$ cat config.mk
export PLATFORM = sky130hd
export DESIGN_NAME = fp_mac_pipe
export DESIGN_NICKNAME = d
export VERILOG_FILES = /design/src/rtl/fp_pkg.sv /design/src/rtl/fp_sat_round.sv /design/src/rtl/fp_mac_pipe.sv
export SDC_FILE = /design/constraint.sdc
export NUM_CORES = 1
export LEC_CHECK = 0
export BUFFER_PORTS_ARGS = -buffer_cell sky130_fd_sc_hd__buf_2
export CAP_MARGIN = 10
export CORE_ASPECT_RATIO = 1.5
export CORE_UTILIZATION = 46
export CTS_BUF_LIST = sky130_fd_sc_hd__clkbuf_8
export DETAILED_ROUTE_END_ITERATION = 8
export SKIP_CTS_REPAIR_TIMING = 1
export SLEW_MARGIN = 20
export SYNTH_ARGS = -nofsm -noshare
export SYNTH_HDL_FRONTEND = slang
export SYNTH_SLANG_ARGS = --single-unit
$ cat constraint.sdc
create_clock -name clk -period 16 [get_ports clk]
set_clock_uncertainty 0.2 [all_clocks]
set_input_delay 2.4 -clock clk [delete_from_list [all_inputs] [get_ports clk]]
set_output_delay 2.4 -clock clk [all_outputs]
set_load 0.01 [all_outputs]
$ cat src/rtl/fp_pkg.sv
// Shared fixed-point helpers: saturation limits, saturation classification and
// round-half-up, shared by the MAC pipeline and the fixed-point multiplier.
package fp_pkg;

  localparam int unsigned MAX_W = 64;

  typedef logic signed [MAX_W-1:0] wide_t;

  typedef enum logic [1:0] {
    SAT_NONE = 2'd0,
    SAT_POS  = 2'd1,
    SAT_NEG  = 2'd2
  } sat_e;

  // Most negative value of a w-bit signed number, sign-extended to MAX_W.
  function automatic wide_t sat_min(input int unsigned w);
    return {MAX_W{1'b1}} << (w - 1);
  endfunction

  function automatic wide_t sat_max(input int unsigned w);
    return ~sat_min(w);
  endfunction

  function automatic sat_e sat_class(input wide_t x, input int unsigned w);
    if (x > sat_max(w)) begin
      return SAT_POS;
    end else if (x < sat_min(w)) begin
      return SAT_NEG;
    end
    return SAT_NONE;
  endfunction

  function automatic wide_t round_half_up(input wide_t p, input int unsigned f);
    return (p + (wide_t'(1) <<< (f - 1))) >>> f;
  endfunction

endpackage

$ cat src/rtl/fp_sat_round.sv
// Combinational S2 datapath: round the full product, optionally accumulate
// with a clamped guard-bit accumulator, then saturate to the output width.
module fp_sat_round
  import fp_pkg::*;
#(
  parameter int unsigned W_len     = 16,
  parameter int unsigned W_fract   = 14,
  parameter int unsigned ACC_GUARD = 4
) (
  input  logic signed [2*W_len-1:0]         full_prod,
  input  logic signed [W_len+ACC_GUARD-1:0] acc,
  input  logic                              acc_en,
  input  logic                              acc_clr,
  output logic signed [W_len+ACC_GUARD-1:0] acc_next,
  output logic signed [W_len-1:0]           result,
  output logic                              overflow,
  output logic                              underflow
);

  localparam int unsigned AW = W_len + ACC_GUARD;
  localparam wide_t ACC_MAX = sat_max(AW);
  localparam wide_t ACC_MIN = sat_min(AW);
  localparam wide_t OUT_MAX = sat_max(W_len);
  localparam wide_t OUT_MIN = sat_min(W_len);

  wide_t rounded;
  wide_t sum;
  wide_t acc_clamped;
  wide_t pre_sat;
  sat_e  acc_cls;
  sat_e  out_cls;

  always_comb begin
    rounded = round_half_up(wide_t'(full_prod), W_fract);
    sum     = (acc_clr ? '0 : wide_t'(acc)) + rounded;

    acc_cls = sat_class(sum, AW);
    case (acc_cls)
      SAT_POS: acc_clamped = ACC_MAX;
      SAT_NEG: acc_clamped = ACC_MIN;
      default: acc_clamped = sum;
    endcase
    acc_next = acc_clamped[AW-1:0];

    pre_sat   = acc_en ? acc_clamped : rounded;
    out_cls   = sat_class(pre_sat, W_len);
    result    = pre_sat[W_len-1:0];
    overflow  = 1'b0;
    underflow = 1'b0;
    case (out_cls)
      SAT_POS: begin
        result   = OUT_MAX[W_len-1:0];
        overflow = 1'b1;
      end
      SAT_NEG: begin
        result    = OUT_MIN[W_len-1:0];
        underflow = 1'b1;
      end
      default: ;
    endcase
  end

endmodule

$ cat src/rtl/fp_mac_pipe.sv
// Two-stage fixed-point multiply/accumulate pipeline with valid/ready flow
// control: S1 holds the full product, S2 holds the rounded saturated result.
module fp_mac_pipe
  import fp_pkg::*;
#(
  parameter int unsigned W_len     = 16,
  parameter int unsigned W_fract   = 14,
  parameter int unsigned ACC_GUARD = 4
) (
  input  logic                    clk,
  input  logic                    reset,
  input  logic                    in_valid,
  output logic                    in_ready,
  input  logic signed [W_len-1:0] a,
  input  logic signed [W_len-1:0] b,
  input  logic                    acc_en,
  input  logic                    acc_clr,
  output logic                    out_valid,
  input  logic                    out_ready,
  output logic signed [W_len-1:0] product,
  output logic                    overflow,
  output logic                    underflow
);

  typedef struct packed {
    logic                      valid;
    logic                      acc_en;
    logic                      acc_clr;
    logic signed [2*W_len-1:0] prod;
  } s1_t;

  s1_t                              s1;
  logic                             advance;
  logic signed [W_len+ACC_GUARD-1:0] acc;
  logic signed [W_len+ACC_GUARD-1:0] acc_next;
  logic signed [W_len-1:0]          res;
  logic                             res_ovf;
  logic                             res_unf;

  // Both stages move together; a full S2 that is not drained freezes the pipe.
  assign advance  = !out_valid || out_ready;
  assign in_ready = advance;

  always_ff @(posedge clk or posedge reset) begin
    if (reset) begin
      s1 <= '0;
    end else if (advance) begin
      s1.valid <= in_valid;
      if (in_valid) begin
        s1.prod    <= (2*W_len)'(a) * (2*W_len)'(b);
        s1.acc_en  <= acc_en;
        s1.acc_clr <= acc_clr;
      end
    end
  end

  fp_sat_round #(
    .W_len    (W_len),
    .W_fract  (W_fract),
    .ACC_GUARD(ACC_GUARD)
  ) u_sat_round (
    .full_prod(s1.prod),
    .acc      (acc),
    .acc_en   (s1.acc_en),
    .acc_clr  (s1.acc_clr),
    .acc_next (acc_next),
    .result   (res),
    .overflow (res_ovf),
    .underflow(res_unf)
  );

  // Accumulator only commits when a real beat crosses into S2.
  always_ff @(posedge clk or posedge reset) begin
    if (reset) begin
      out_valid <= 1'b0;
      product   <= '0;
      overflow  <= 1'b0;
      underflow <= 1'b0;
      acc       <= '0;
    end else if (advance) begin
      out_valid <= s1.valid;
      if (s1.valid) begin
        product   <= res;
        overflow  <= res_ovf;
        underflow <= res_unf;
        if (s1.acc_en) begin
          acc <= acc_next;
        end
      end
    end
  end

endmodule

==> impl_metrics.tcl, run 1 <==
set metrics [dict create \
    ant_nets 0 \
    final-max-slew-violation-count 0 \
    netlist_area_sq_um 13800 \
    grt_pass1_vias 11100 \
    finalNetCount 1985 \
    grt_remaining_overflow 0 \
    synth_area_leaders "fa_1 40%, dfrtp_1 11%, ha_1 9.0%, inv_1 8.1%, nand2_1 6.1%" \
    routed_wl_microns 32300 \
    cts.sinks 61 \
    final.setup.tns_ns 0 \
    detail_route.vias_per_cell 5.19 \
    pin_count 58 \
    setup_violations 0 \
    htreeDepth 3 \
    final_common_cell "inv_1" \
    drc 0 \
    seq_area_frac_synth 0.110 \
    track_usage 0.226 \
    layout_common_cells "298 x inv_1, 275 x fa_1, 225 x nand2_1" \
    clockRootBuffer "clkbuf_8" \
    synth_edf_count 0 \
    crit_type "primary input to flop" \
    ys_ff_latch 61 \
    ys_types 58 \
    gp_congestion 0.864 \
    fillers 2887 \
    cap_viol_max_count 0 \
    hold_class "flop to flop" \
    drt_first_pass_iters 5 \
    endpoint "s1[31]" \
    cts_buffers 9 \
    worst_slew_pin_slew_ns 1.02 \
    min_period_ns 8.97 \
    finalHoldViolCount 0 \
    rows 77 \
    ff_latch_area_sq_um 1530 \
    synth.avg_cell_area_sq_um 8.90 \
    layout-drive-gt1-share 0.0577 \
    synth_nets 1969 \
    cp_max_fo 16 \
    slew_headroom 0.317 \
    cp-end-kind "flop" \
    core_sq_um 29600 \
    synth_warnings 0 \
    synthArstFlopShare 1.00 \
    cpPeakStageDelay_ns 0.56 \
    antenna_found_initial 0 \
    crit_required_ns 16.10 \
    clock_latency_ns 0.36 \
    crit_slowest_cell "fa_1" \
    portBuffers 57 \
    ff2ff_path_depth 24 \
    multi_input_area_sq_um 11000 \
    r2r-end "underflow" \
    areaGrowthSynthToFinish_pct 5.78 \
    synth_ff_type "dfrtp_1" \
    grt_pass1_wl_microns 54800 \
    fmax_ghz 0.112 \
    rsz0062_at_grt "false" \
    die_w_microns 144 \
    cts_tree "done" \
    cts.path.max_buffers 2 \
    grt_max_degree 62 \
    clk_pin_slew_worst_paths_ns 0.08 \
    crit_path_start "b[6]" \
    die_h_microns 214 \
    cp_cell_sequence "buf_2 -> nand2_1 -> fa_1 -> inv_1 -> fa_1 -> fa_1 -> fa_1 -> inv_1 -> fa_1 -> inv_1 -> fa_1 -> ha_1 -> o211ai_1 -> nor2_1 -> a221o_1 -> or3_1 -> a2111oi_2 -> o41ai_1 -> a41o_1 -> a211o_1 -> or4_1 -> nand3_1" \
    die_area_sq_um 30800 \
    synthCells 1556 \
    timing.rr.start "s1[15]" \
    drt_iter0_markers 334 \
    rrSetupSlack_ns 8.67 \
    synth_top_cell_area_share 0.398 \
    diodes 0 \
    worstPathArrival_ns 9.07 \
    worst_path_most_repeated_cell "fa_1" \
    dp_hpwl_microns 26700 \
    start_util 0.468 \
    status "completed" \
    period_share 0.561 \
    yosysTopAreaCell "fa_1" \
    vias 10200 \
    cp-start-kind "primary input" \
    wl_per_cell_microns 16.4 \
]
-- per-stage QoR --
stage	util	std cells	area [sq um]	setup WS (ns)	hold slack, ns
4_1_cts	0.495	1972	14600	6.98	0.278
5_1_grt	0.495	1972	14600	6.73	0.300
3_3_place_gp	0.489	1956	14500	6.66	0.256
2_1_floorplan	-	1556	13800	7.06	0.242
6_report	0.495	1972	14600	7.03	0.274
3_5_place_dp	0.489	1956	14500	6.60	0.259
-- per-layer routing --
layer,global-route usage,wire length (microns),part of all wire
met3,0.0255,1170,0.036
met1,0.286,13800,0.43
met4,0.0564,624,0.019
met5,0,0,0
met2,0.405,16700,0.52
-- cell usage after synthesis (all sizes together), types with 3 or more instances --
| library cell | n |
|---|---|
| a211oi | 7 |
| a21o | 10 |
| a21oi | 60 |
| a31oi | 4 |
| and2 | 112 |
| and3 | 12 |
| and4 | 4 |
| buf | 3 |
| clkbuf | 55 |
| dfrtp | 61 |
| fa | 275 |
| ha | 100 |
| inv | 299 |
| nand2 | 225 |
| nand2b | 17 |
| nand3 | 15 |
| nand4 | 11 |
| nor2 | 51 |
| nor2b | 22 |
| nor3 | 8 |
| nor3b | 3 |
| nor4 | 3 |
| nor4b | 3 |
| nor4bb | 3 |
| o211a | 4 |
| o211ai | 6 |
| o21a | 3 |
| o21ai | 78 |
| o22ai | 6 |
| o31ai | 3 |
| xnor2 | 45 |
| xor2 | 16 |
-- sequential cells by signal (all words and copies together), names as in the netlist --
name and cells:
acc 20, out_valid 1, overflow 1, product 16, s1 22, underflow 1
-- critical path: cells and delay by family --
kind                       cells  cell delay [ns]
AOI/OAI and AO/OA              6             1.65
adders and majority gates      7             3.37
buffers and inverters          4             0.46
and+or+nand+nor                5             1.20
-- kinds of logic after synthesis --
kind of cell / Yosys count / share of synthesized area
compound gates: 200 / 0.0865
simple gates: 501 / 0.179
xor+xnor: 61 / 0.0386
buf+inv: 357 / 0.0971
fa+ha+maj: 375 / 0.488
mux: 1 / 0.000813
flops: 61 / 0.110
-- area by class of cell --
cell class | instances | area share
Multi-Input combinational cell | 1138 | 0.750
Clock buffer | 10 | 0.00940
Tap cell | 395 | 0.0337
Inverter | 299 | 0.0766
Timing Repair Buffer | 63 | 0.0226
Clock inverter | 6 | 0.00325
Sequential cell | 61 | 0.104
-- how the worst min path moves through the flow --
stage	slack, ns	startpoint	cells past startpoint	endpoint
finish	0.27	product[15]	2	product[15]
CTS	0.28	product[15]	2	product[15]
floorplan	0.24	acc[0]	2	acc[0]
detailed placement	0.26	product[15]	2	product[15]
global route	0.30	product[15]	2	product[15]
global placement	0.26	acc[14]	2	acc[14]
Power of run 1 is left out: the tool's default activity adds up to more than one toggle a clock period on the data nets, which glitch-free logic cannot reach.
==> run 2: changes to the inputs <==
--- a/config.mk
+++ b/config.mk
@@ -5,6 +5,7 @@
 export SDC_FILE = /design/constraint.sdc
 export NUM_CORES = 1
 export LEC_CHECK = 0
+export ABC_AREA = 1
 export BUFFER_PORTS_ARGS = -buffer_cell sky130_fd_sc_hd__buf_2
 export CAP_MARGIN = 10
 export CORE_ASPECT_RATIO = 1.5
==> constraint.sdc (replaced) <==
create_clock -name clk -period 7.6 [get_ports clk]
set_clock_uncertainty 0.2 [all_clocks]
set_input_delay 1.14 -clock clk [delete_from_list [all_inputs] [get_ports clk]]
set_output_delay 1.14 -clock clk [all_outputs]
set_load 0.01 [all_outputs]
==> impl_metrics.tcl, run 2 <==
set metrics [dict create \
    status "completed" \
    portBuffers 57 \
    detail_route.vias_per_cell 5.07 \
    diodes 0 \
    final.setup.tns_ns 0 \
    ff2ff_path_depth 33 \
    final-max-slew-violation-count 0 \
    cts.sinks 61 \
    worstPathArrival_ns 6.84 \
    setup_violations 0 \
    gp_congestion 0.959 \
    top_register "s1" \
    rsz0062_at_grt "false" \
    cts_tree "done" \
    synth.most_common_cell "inv_1" \
    clk_pin_slew_worst_paths_ns 0.07 \
    grt_pass1_wl_microns 67300 \
    worst_slack_ns 0.770 \
    synth_area_leaders "fa_1 37%, inv_1 12%, nand2_1 12%, dfrtp_1 10%, ha_1 8.4%" \
    timing.rr.start "s1[15]" \
    synth_edf_count 0 \
    synth_ff_type "dfrtp_1" \
    finalHoldViolCount 0 \
    cp-end-kind "flop" \
    synthArstFlopShare 1.00 \
    rrSetupSlack_ns 1.28 \
    clockRootBuffer "clkbuf_8" \
    die_area_sq_um 33100 \
    stdcell_count 2403 \
    pin_count 58 \
    start_util 0.467 \
    crit_type "primary input to flop" \
    period_share 0.899 \
    crit_path_start "b[4]" \
    vias 12200 \
    layout-drive-gt1-share 0.0718 \
    dp_slack_ns 0.396 \
    cts_buffers 9 \
    core_sq_um 31800 \
    rows 80 \
    worst_slew_pin_slew_ns 0.921 \
    grt_pass1_vias 13400 \
    areaGrowthSynthToFinish_pct 5.83 \
    reg.largest.list "s1: 22 flops, acc: 20 flops, product: 16 flops" \
    yosysTopAreaCell "fa_1" \
    grt_max_degree 62 \
    ys_types 45 \
    yosys-top-cells-count "488 x inv_1, 472 x nand2_1, 275 x fa_1" \
    layout_common_cells "488 x inv_1, 472 x nand2_1, 275 x fa_1" \
    min_period_ns 6.83 \
    final_common_cell "inv_1" \
    cts.path.max_buffers 2 \
    track_usage 0.262 \
    drt_iter0_markers 387 \
    hold_path_depth 2 \
    use_met1 0.268 \
    die_h_microns 222 \
    hold_class "flop to flop" \
    synth_warnings 0 \
    numPlacedInstances 2387 \
    die_w_microns 149 \
    ys_ff_latch 61 \
    slew_headroom 0.382 \
    met2_usage 0.511 \
    fmax_ghz 0.146 \
    cp_max_fo 16 \
    holdPathEnd "out_valid" \
    cap_viol_max_count 0 \
    cp-start-kind "primary input" \
    wl_per_cell_microns 16.7 \
    seq_area_frac_synth 0.103 \
    grt_remaining_overflow 0 \
    drt_first_pass_iters 5 \
    clock_latency_ns 0.36 \
    largest_register_ffs 22 \
    worstHoldStart "s1[34]" \
    synthCells 1970 \
    synth_nets 2383 \
    ant_nets 0 \
    synth.avg_cell_area_sq_um 7.55 \
    dp_hpwl_microns 34100 \
    htreeDepth 3 \
    use_met3 0.0209 \
    synth_top_cell_area_share 0.370 \
    fillers 3206 \
    finalNetCount 2401 \
    drc 0 \
    grt-busiest-layer "met2" \
    crit_required_ns 7.61 \
    netlist_area_sq_um 14900 \
    routed_wl_microns 40200 \
    antenna_found_initial 0 \
    r2r-end "product[8]" \
]
## run 2: cell types whose count changed in the layout (fill, tap and decap cells not counted), sizes merged, moves of 22 or more
cell,before,now
and2,112,0
inv,300,496
nand2,225,481
nand3,15,54
nor2,51,153
nor2b,22,0
o21ai,78,100
or2,2,24
xnor2,45,18
## run 2: how the worst max path moves through the flow
| stage | slack [ns] | endpoint |
|---|---|---|
| floorplan | 0.59 | s1[27] |
| global placement | 0.45 | s1[19] |
| detailed placement | 0.40 | s1[21] |
| CTS | 0.76 | s1[21] |
| global route | 0.33 | s1[21] |
| finish | 0.77 | s1[27] |
## run 2: logic make-up after synthesis
| kind of cell | Yosys count | synth area share |
|---|---|---|
| flip-flops | 61 | 0.103 |
| XOR/XNOR | 36 | 0.0212 |
| AND/OR/NAND/NOR | 755 | 0.211 |
| AO/OA/AOI/OAI | 179 | 0.0669 |
| adder cells (fa/ha/maj) | 375 | 0.454 |
| buffers and inverters | 564 | 0.144 |
## run 2: worst max-delay path: stages
cell and delay [ns]:
buf_2 0.31, nand2_1 0.17, inv_1 0.15, fa_1 0.49, fa_1 0.68, inv_1 0.13, fa_1 0.55, inv_1 0.05
fa_1 0.46, fa_1 0.52, fa_1 0.48, ha_1 0.36, a21oi_1 0.20, o21ai_0 0.11, nor2_1 0.11, inv_1 0.06
a21oi_1 0.10, o21ai_0 0.13, a21o_1 0.19, or2_2 0.26, nand3_1 0.07, o21ai_0 0.11
## run 2: layer usage
| layer | vias to the layer above | part of all wire |
|---|---|---|
| met2 | 265 | 0.56 |
| met4 | 0 | 0.063 |
| met3 | 113 | 0.029 |
| li1 | 5821 | - |
| met1 | 5974 | 0.35 |
| met5 | - | 0 |
## run 2: cell type report
| cell class | count | area (sq um) | area share |
|---|---|---|---|
| sequential | 61 | 1530 | 0.0969 |
| multi-input combinational | 1345 | 11200 | 0.712 |
| timing repair buffer | 73 | 405 | 0.0257 |
| tap | 410 | 513 | 0.0326 |
| inverter | 498 | 1870 | 0.119 |
| clock buffer | 9 | 124 | 0.00787 |
| clock inverter | 7 | 91.3 | 0.00580 |
## run 2: through the flow
stage / hold WS [ns] / instance area (sq um) / util
after global routing: 0.293 / 15700 / 0.495
after floorplan: 0.242 / 14900 / -
after global placement: 0.257 / 15500 / 0.488
after detailed placement: 0.260 / 15500 / 0.488
final: 0.278 / 15700 / 0.495
after CTS: 0.277 / 15700 / 0.495
Power of run 2 is left out for the same reason.
